--- src/rtl/port_arbiter.sv ---
// Four-requester credit-based arbiter feeding one downstream path.
// Round-robin grant over one-entry buffers, gated by a downstream credit count.
module port_arbiter #(
  parameter int PATH_WIDTH  = 64,
  parameter int INIT_CREDIT = 1
) (
  input  logic                    clk,
  input  logic                    rst,
  input  logic [3:0]              in_valid,
  input  logic [4*PATH_WIDTH-1:0] in_data,
  output logic [3:0]              in_credit,
  input  logic                    out_credit,
  output logic                    out_valid,
  output logic [PATH_WIDTH-1:0]   out_data,
  output logic [1:0]              out_src,
  output logic                    err
);

  localparam logic [1:0] INIT_CNT = 2'(INIT_CREDIT);

  logic [3:0]            full;
  logic [3:0]            owed;
  logic [PATH_WIDTH-1:0] buf_q [4];
  logic [1:0]            cnt;
  logic [1:0]            ptr;

  logic [3:0] issue;
  logic [3:0] take;
  logic [3:0] drop;

  always_comb begin
    issue = '0;
    take  = '0;
    drop  = '0;
    for (int i = 0; i < 4; i++) begin
      issue[i] = ~full[i] & ~owed[i];
      take[i]  = in_valid[i] & ~full[i] & owed[i];
      drop[i]  = in_valid[i] & ~take[i];
    end
  end

  // Search uses registered full bits, so a word captured this edge waits one cycle.
  logic       found;
  logic [1:0] gnt;
  logic [1:0] idx;

  always_comb begin
    found = 1'b0;
    gnt   = ptr;
    idx   = '0;
    for (int k = 0; k < 4; k++) begin
      idx = ptr + 2'(k);
      if (!found && full[idx]) begin
        found = 1'b1;
        gnt   = idx;
      end
    end
  end

  logic       send;
  logic [3:0] gnt_oh;

  always_comb begin
    send   = found && (cnt != 2'd0);
    gnt_oh = send ? (4'b0001 << gnt) : 4'b0000;
  end

  logic       inc_only;
  logic       dec_only;
  logic       cnt_ovf;
  logic [1:0] cnt_nxt;

  always_comb begin
    inc_only = out_credit & ~send;
    dec_only = send & ~out_credit;
    cnt_ovf  = inc_only & (cnt == 2'd3);
    cnt_nxt  = cnt;
    unique case (1'b1)
      inc_only: cnt_nxt = cnt_ovf ? cnt : cnt + 2'd1;
      dec_only: cnt_nxt = cnt - 2'd1;
      default:  cnt_nxt = cnt;
    endcase
  end

  always_ff @(posedge clk or posedge rst) begin
    if (rst) begin
      full      <= '0;
      owed      <= '0;
      in_credit <= '0;
      out_valid <= 1'b0;
      out_data  <= '0;
      out_src   <= '0;
      err       <= 1'b0;
      ptr       <= '0;
      cnt       <= INIT_CNT;
      for (int i = 0; i < 4; i++) begin
        buf_q[i] <= '0;
      end
    end else begin
      full      <= (full | take) & ~gnt_oh;
      owed      <= (owed | issue) & ~take;
      in_credit <= issue;
      out_valid <= send;
      cnt       <= cnt_nxt;
      if (send) begin
        out_data <= buf_q[gnt];
        out_src  <= gnt;
        ptr      <= gnt + 2'd1;
      end
      if ((|drop) || cnt_ovf) begin
        err <= 1'b1;
      end
      for (int i = 0; i < 4; i++) begin
        if (take[i]) begin
          buf_q[i] <= in_data[i*PATH_WIDTH +: PATH_WIDTH];
        end
      end
    end
  end

endmodule

--- config.mk ---
export PLATFORM = sky130hd
export DESIGN_NAME = port_arbiter
export DESIGN_NICKNAME = d
export VERILOG_FILES = /design/src/rtl/port_arbiter.sv
export SDC_FILE = /design/constraint.sdc
export NUM_CORES = 1
export LEC_CHECK = 0
export ABC_CLOCK_PERIOD_IN_PS = 13600
export CAP_MARGIN = 20
export CORE_ASPECT_RATIO = 1.4
export CORE_MARGIN = 4
export CORE_UTILIZATION = 37
export CTS_CLUSTER_SIZE = 12
export DETAILED_ROUTE_END_ITERATION = 6
export HOLD_SLACK_MARGIN = 0.12
export PLACE_DENSITY_LB_ADDON = 0.12
export SETUP_SLACK_MARGIN = 0.15
export SLEW_MARGIN = 20
export SYNTH_ARGS = -nofsm -noshare
export SYNTH_HDL_FRONTEND = slang
export SYNTH_SLANG_ARGS = --single-unit
--- constraint.sdc ---
create_clock -name clk -period 13.6 [get_ports clk]
set_input_delay 2.04 -clock clk [delete_from_list [all_inputs] [get_ports clk]]
set_output_delay 2.04 -clock clk [all_outputs]
set_load 0.02 [all_outputs]
# ---- Yosys cells after proc, flatten, opt, wreduce, memory -nomap -nowiden
# Index checks and enable logic that the tools add are counted.
dict set report word_totals {
  out_inout_bits 72
  memories 0
  ff_bits 340
  latchBits 0
  mem_bits_ro 0
  mem_bits_rw 0
  input_bits 263
}
dict set report op_classes {
  muxes 21
  n_eq_ne 2
  bitwise 40
  add_sub_neg 6
  n_div 0
  n_mul 0
  n_reduce_logical 12
  n_lt_le_gt_ge 5
  shifts 1
}
# cell n
set op_table {}
lappend op_table {{$bmux 64 s2} 1}
lappend op_table {{$mux 64} 2}
lappend op_table {{$and 1x1->1} 19}
lappend op_table {{$not 1->1} 14}
lappend op_table {{$lt 2x3->1 const B} 4}
lappend op_table {{$and 4x4->4} 2}
lappend op_table {{$bmux 1 s2} 4}
lappend op_table {{$mux 1} 8}
lappend op_table {{$mux 2} 4}
lappend op_table {{$not 4->4} 2}
lappend op_table {{$or 4x4->4} 2}
lappend op_table {{$add 2x1->2 const B} 3}
lappend op_table {{$add 2x2->2 const B} 2}
lappend op_table {{$logic_and 1x1->1} 4}
lappend op_table {{$mux 4} 1}
lappend op_table {{$pmux 2 s2} 1}
lappend op_table {{$reduce_bool 2->1} 2}
lappend op_table {{$reduce_or 4->1} 1}
lappend op_table {{$shl 1x2->4 const A} 1}
lappend op_table {{$ge 3x3->1 const B} 1}
lappend op_table {{$logic_not 1->1} 3}
lappend op_table {{$not 2->3} 1}
lappend op_table {{$eq 2x2->1 const B} 1}
lappend op_table {{$ne 2x2->1 const B} 1}
lappend op_table {{3 further kinds} 3}

# ---- Depth between registers and ports, before layout
# Gate-level depths: netlist of the first run.
dict set report depth {
  depth_word 18
  depth_mapped 9
  mapped_depth_nobuf 6
}

# ---- Worst setup path before layout of the first run
# No wires, ideal clock.
dict set report synth_path {
  path_kind {in2reg}
  startpoint {in in_valid[2]}
  endpoint {reg buf_q[100] in the netlist's numbering}
  path_stages 4
  n_path_buf 2
  t_arrival_ps 3174
  path_slack_ps 10301
  cell_sequence {nand3b_1 -> clkbuf_1 -> clkbuf_1 -> mux2_2}
}
dict set report synth_via {
  elab_chain_len 2
}
# item line_no
set synth_lines {}
lappend synth_lines {{start, declared} 9} ;# input logic [3:0] in_valid,
lappend synth_lines {{$and 1x1->1 (2 in series)} 37} ;# take[i] = in_valid[i] & ~full[i] & owed[i];
lappend synth_lines {{end signal, assigned by index} 115} ;# buf_q[i] <= in_data[i*PATH_WIDTH +: PATH_WIDTH];
lappend synth_lines {{end, declared} 23} ;# logic [PATH_WIDTH-1:0] buf_q [4];
# No other way between the ends.
# A chain may end at the register's enable or synchronous reset.

# ---- Worst setup path in the final report of the first run
dict set report layout_path {
  startpoint {in in_valid[0]}
  endpoint {reg buf_q[215] in the netlist's numbering}
}
# Same word-level chain as after synthesis.

==> results of run 1 <==
## where the power goes
group          internal, mW  switching, mW
sequential             1.54          0.281
combinational          1.13           1.21
clock                 0.559          0.392
total                  3.23           1.88
## how the worst max path moves through the flow
stage                startpoint         end  cells past startpoint
floorplan                   rst    buf_q[0]                      1
global placement    in_valid[0]  buf_q[227]                      4
detailed placement  in_valid[0]  buf_q[223]                      4
CTS                 in_valid[0]  buf_q[223]                      4
global route        in_valid[0]  buf_q[235]                      4
finish              in_valid[0]  buf_q[215]                      4
## layout make-up
type / instances / share of cell area [%]
antenna: 3 / 0.0382
clock buffer: 59 / 5.49
clock inverter: 3 / 0.204
inverter: 42 / 0.841
multi-input combinational: 642 / 29.0
sequential: 340 / 43.3
tap: 528 / 3.36
timing repair buffer: 348 / 17.7
## placed cells by master (no fill, tap or decap), types with 32 or more instances in the layout
cell type,count
nor2_1,41
o21ai_0,32
a31oi_1,36
mux2_2,275
a211oi_1,72
clkdlybuf4s50_1,334
a21oi_1,39
clkbuf_16,37
inv_1,40
mux2i_1,36
dfrtp_1,339
## registers in the layout, summed over array words and instances (netlist names)
| register | count |
|---|---|
| out_valid | 1 |
| err | 1 |
| out_src | 2 |
| buf_q | 256 |
| cnt | 2 |
| ptr | 2 |
| owed | 4 |
| full | 4 |
| out_data | 64 |
| in_credit | 4 |
## cell families (layout without fill, tap and decap cells)
logic type | count (synthesis) | count (layout) | share of synthesized area (%)
flip-flops | 340 | 340 | 57.8
buffers and inverters | 129 | 452 | 3.81
XOR/XNOR | 1 | 1 | 0.0595
multiplexers | 321 | 321 | 24.5
AO/OA/AOI/OAI | 221 | 221 | 10.4
other | 0 | 3 | 0
AND/OR/NAND/NOR | 99 | 99 | 3.38
## critical path, stage by stage
cell and delay, ns:
clkdlybuf4s50_1 0.44, nand3b_1 0.63, buf_4 0.82, mux2_2 0.41
## routing by layer
metal,up-vias,global-route usage (%)
met5,-,0
met4,2,4.80
met3,49,3.62
met2,250,35.8
met1,5131,25.1
li1,4642,-
==> flow_summary.ini, run 1 <==
[routing]
first_pass_iters = 4
totalWireLength_um = 43700
drtAntennaViolNets = 0
wl_met3_um = 2180
met1_length_um = 18000
highest_layer = met5
wl_met2_um = 22700
viasPerCell = 5.13
vias = 10100
drtIter0Drc = 416
drt-wirelength-per-cell_um = 22.2
drc = 0

[status]
status = complete, no violations

[synth]
synth.top_cell.area_share_pct = 57.7
synth-seq-cells = 340
syn_inst = 1111
synth_top_area_cell = dfrtp_1
syn-cell-area_mm2 = 0.0147
synth_warnings = 0
synthTopCellsByArea = dfrtp_1 (58%), mux2_2 (21%), a211oi_1 (3.7%), mux2i_1 (2.4%), a221o_1 (2.0%)
async_flop_share_pct = 100
synth_most_common_cell = dfrtp_1
synth_edf_count = 0
synth_nets = 1374
avgSynthCellArea_um2 = 13.2
ys_seq_area_share_pct = 57.8
synth_cell_types = 43
synth_top_flop_cell = dfrtp_1
synth_commonest_cells = dfrtp_1 (339), mux2_2 (275), a211oi_1 (72)

[power_and_ir_drop]
ir_drop_mv = 0.122
power-per-cell-area_mw_per_mm2 = 260
power_mw = 5.11
power.leakage_nw = 8.20

[clocking]
tritoncts = yes
hold_buffers = 0
clockBufferDepth = 3
cts_root_buf = clkbuf_16
cts_setup_buffers = 0
insertion_delay_ns = 0.52
cts_buffers = 37
cts_resized = 0
cts.sinks = 340
cts_max_level = 2
clkTransAtPathRegs_ns = 0.06

[worst_setup_path]
crit_fanout = 52
crit_arrival_ns = 4.39
start_kind = primary input
crit_required_ns = 13.99
r2r_slack_ns = 9.83
rr_startpoint = full[2]
r2r_end = out_data[23]
reg2regPathDepth = 6
worstSetupPathType = in -> reg
cp-end-kind = register

[sta]
hold_viol = 0
holdWs_ns = 0.470
min_period_ns = 4.00
worstMarginPinSlew_ns = 1.09
clock.fmax_ghz = 0.250
finClkSkew_ns = 0.0116
finalSetupViolations = 0
fin_crit_sh_pct = 29.4
rsz0062_at_grt = no
setup_slack_ns = 9.60
relSlewSlack_pct = 27.5
final_max_slew_viol_count = 0
fin_tns_setup_ns = 0

[grt]
antenna_found_initial = 4
grt_start_max_net_pins = 172
overflow = 0
grt_pass1_vias = 10900
grt_first_pass_wirelength_um = 66300
track_usage_pct = 20.0

[finish]
fillers = 3600
postLayoutCellArea_mm2 = 0.0196
nets = 1674
synthToLayoutAreaGrowth_pct = 33.6
multi_input_area_mm2 = 0.00571
seqCellArea_mm2 = 0.00851
post-route-util_pct = 49.9
fin_cells = 1965
drive_above_1_share_pct = 25.7

[placed_design]
gp_congestion = 0.758
dpl.hpwl_um = 28000
dp_slack_ns = 9.06
placed_cells = 1900
io_buffers = 334
place_area_mm2 = 0.0185

[hold_path]
min_to = in_credit[3]
hold_depth = 1
hold_class = reg -> reg
hp-start = owed[3]

[floorplanning]
die_area_mm2 = 0.0431
ios = 335
rows = 86
coreArea_mm2 = 0.0394
initial_core_util_pct = 37.4
die_y_um = 244
dieWidth_um = 177

[run]
max_cap_violations = 0
(Power assumes the default switching activity.)
==> run 2, diff against run 1 <==
--- a/config.mk
+++ b/config.mk
@@ -5,7 +5,7 @@
 export SDC_FILE = /design/constraint.sdc
 export NUM_CORES = 1
 export LEC_CHECK = 0
-export ABC_CLOCK_PERIOD_IN_PS = 13600
+export ABC_CLOCK_PERIOD_IN_PS = 3700
 export CAP_MARGIN = 20
 export CORE_ASPECT_RATIO = 1.4
 export CORE_MARGIN = 4
==> constraint.sdc (replaced) <==
create_clock -name clk -period 3.7 [get_ports clk]
set_input_delay 0.555 -clock clk [delete_from_list [all_inputs] [get_ports clk]]
set_output_delay 0.555 -clock clk [all_outputs]
set_load 0.02 [all_outputs]
==> flow_summary.ini, run 2 (synthesis results as in run 1) <==
[power_and_ir_drop]
p_int_mw = 12.0
p_clk_share_pct = 18.6
power.leakage_nw = 8.32
combPwrFrac_pct = 46.1
sequentialPowerShare_pct = 35.3
p_sw_share_pct = 37.0
power-per-cell-area_mw_per_mm2 = 960
ir_drop_mv = 0.591
power_switching_mw = 7.05

[sta]
fin_tns_setup_ns = 0
fin_crit_sh_pct = 70.9
min_period_ns = 2.63
setup_slack_ns = 1.07
finalSetupViolations = 0
worstMarginPinSlew_ns = 0.910
finClkSkew_ns = 0.0184
relSlewSlack_pct = 39.2
rsz0062_at_grt = no
hold_viol = 0
final_max_slew_viol_count = 0
clock.fmax_ghz = 0.381

[clocking]
insertion_delay_ns = 0.53
cts_root_buf = clkbuf_16
cts_resized = 0
cts_max_level = 2
clkTransAtPathRegs_ns = 0.06
tritoncts = yes
cts_setup_buffers = 0
hold_buffers = 0
clockBufferDepth = 3
cts.sinks = 340
cts_buffers = 37

[placed_design]
gp_congestion = 0.780
place_area_mm2 = 0.0187
dp_slack_ns = 1.08
placed_cells = 1915
dpl.hpwl_um = 29900
io_buffers = 334

[finish]
layout_commonest_cell = dfrtp_1
largest_register = buf_q
synthToLayoutAreaGrowth_pct = 35.1
largest_reg_flops = 256
postLayoutCellArea_mm2 = 0.0199
biggestRegsByFlops = buf_q (256), out_data (64)
drive_above_1_share_pct = 26.8
fillers = 3492
fin_cells = 1981
seqCellArea_mm2 = 0.00851
final_cell_mix = dfrtp_1 (339), clkdlybuf4s50_1 (334), mux2_2 (275), a211oi_1 (72), nor2_1 (41)
multi_input_area_mm2 = 0.00570
nets = 1689

[floorplanning]
dieWidth_um = 177
ios = 335
die_y_um = 244
die_area_mm2 = 0.0431
initial_core_util_pct = 37.4
coreArea_mm2 = 0.0394
rows = 86

[status]
status = complete, no violations

[routing]
drt-wirelength-per-cell_um = 22.6
vias = 10300
drtAntennaViolNets = 0
first_pass_iters = 4
drc = 0
viasPerCell = 5.19
drtIter0Drc = 517
totalWireLength_um = 44800

[worst_setup_path]
slowest_stage = a2111o_2
path_buf_inv = 1
crit_arrival_ns = 3.02
start_kind = register
cp_slowest_stage_delay_ns = 0.55
crit_family = compound AO/OA/AOI/OAI gates
crit_fanout = 22
path_cells = nor2b_4, a2111o_2, nand2_2, buf_12, mux2_2, a221o_1
crit_required_ns = 4.10
cp-end-kind = register
worstSetupPathType = reg -> reg

[grt]
grt_pass1_vias = 11000
antenna_found_initial = 10
overflow = 0
grt_first_pass_wirelength_um = 68000
track_usage_pct = 20.5
grt_start_max_net_pins = 129

[run]
max_cap_violations = 0

[hold_path]
hold_class = in -> async
-- run 2: changes by cell type in the layout (fill, tap and decap cells not counted), moves of 2 or more --
cell / delta
buf_12: +9
buf_4: +7
clkbuf_1: -6
clkinvlp_4: +3
clkbuf_16: +2
clkinv_2: +2
-- run 2: through the flow --
stage / hold WS [ns] / utilization, % / total power [mW]
2_1_floorplan: 0.439 / - / 12.6
3_3_place_gp: 0.457 / 47.5 / 15.5
3_5_place_dp: 0.465 / 47.5 / 15.7
4_1_cts: 0.327 / 50.5 / 19.4
5_1_grt: 0.337 / 50.5 / 20.4
6_report: 0.347 / 50.5 / 19.1
-- run 2: final timing paths --
| path | start | slack [ns] | endpoint | cells after the start |
|---|---|---|---|---|
| setup reg to reg | full[2] | 1.07 | out_data[41] | 6 |
| setup / recovery | full[2] | 1.07 | out_data[41] | 6 |
| min in group clk | owed[2] | 0.47 | in_credit[2] | 1 |
| max in group asynchronous | rst | 2.34 | buf_q[83] | 3 |
| hold reg to reg | owed[2] | 0.47 | in_credit[2] | 1 |
| hold / removal | rst | 0.35 | buf_q[53] | 2 |
-- run 2: layout make-up --
cell class,count,area share [%]
Sequential cell,340,42.8
Multi-Input combinational cell,642,28.7
Timing Repair Buffer,363,18.5
Clock buffer,55,5.56
Tap cell,528,3.32
Inverter,42,0.812
Clock inverter,7,0.220
Antenna cell,4,0.0504
-- run 2: routing by layer --
metal / track usage (%) / wire length [µm] / up-vias
met3: 5.18 / 2940 / 69
met2: 35.5 / 22900 / 306
met5: 0 / 69 / -
met1: 25.0 / 17600 / 5227
met4: 6.65 / 1240 / 12
li1: - / - / 4675
-- run 2: power by group through the flow --
stage / Combinational, mW / Sequential [mW] / Clock (mW)
final: 8.79 / 6.75 / 3.55
after CTS: 8.96 / 6.76 / 3.66
after global routing: 9.57 / 6.98 / 3.81
after detailed placement: 8.93 / 6.81 / 0
after floorplan: 5.70 / 6.88 / 0
after global placement: 8.72 / 6.79 / 0
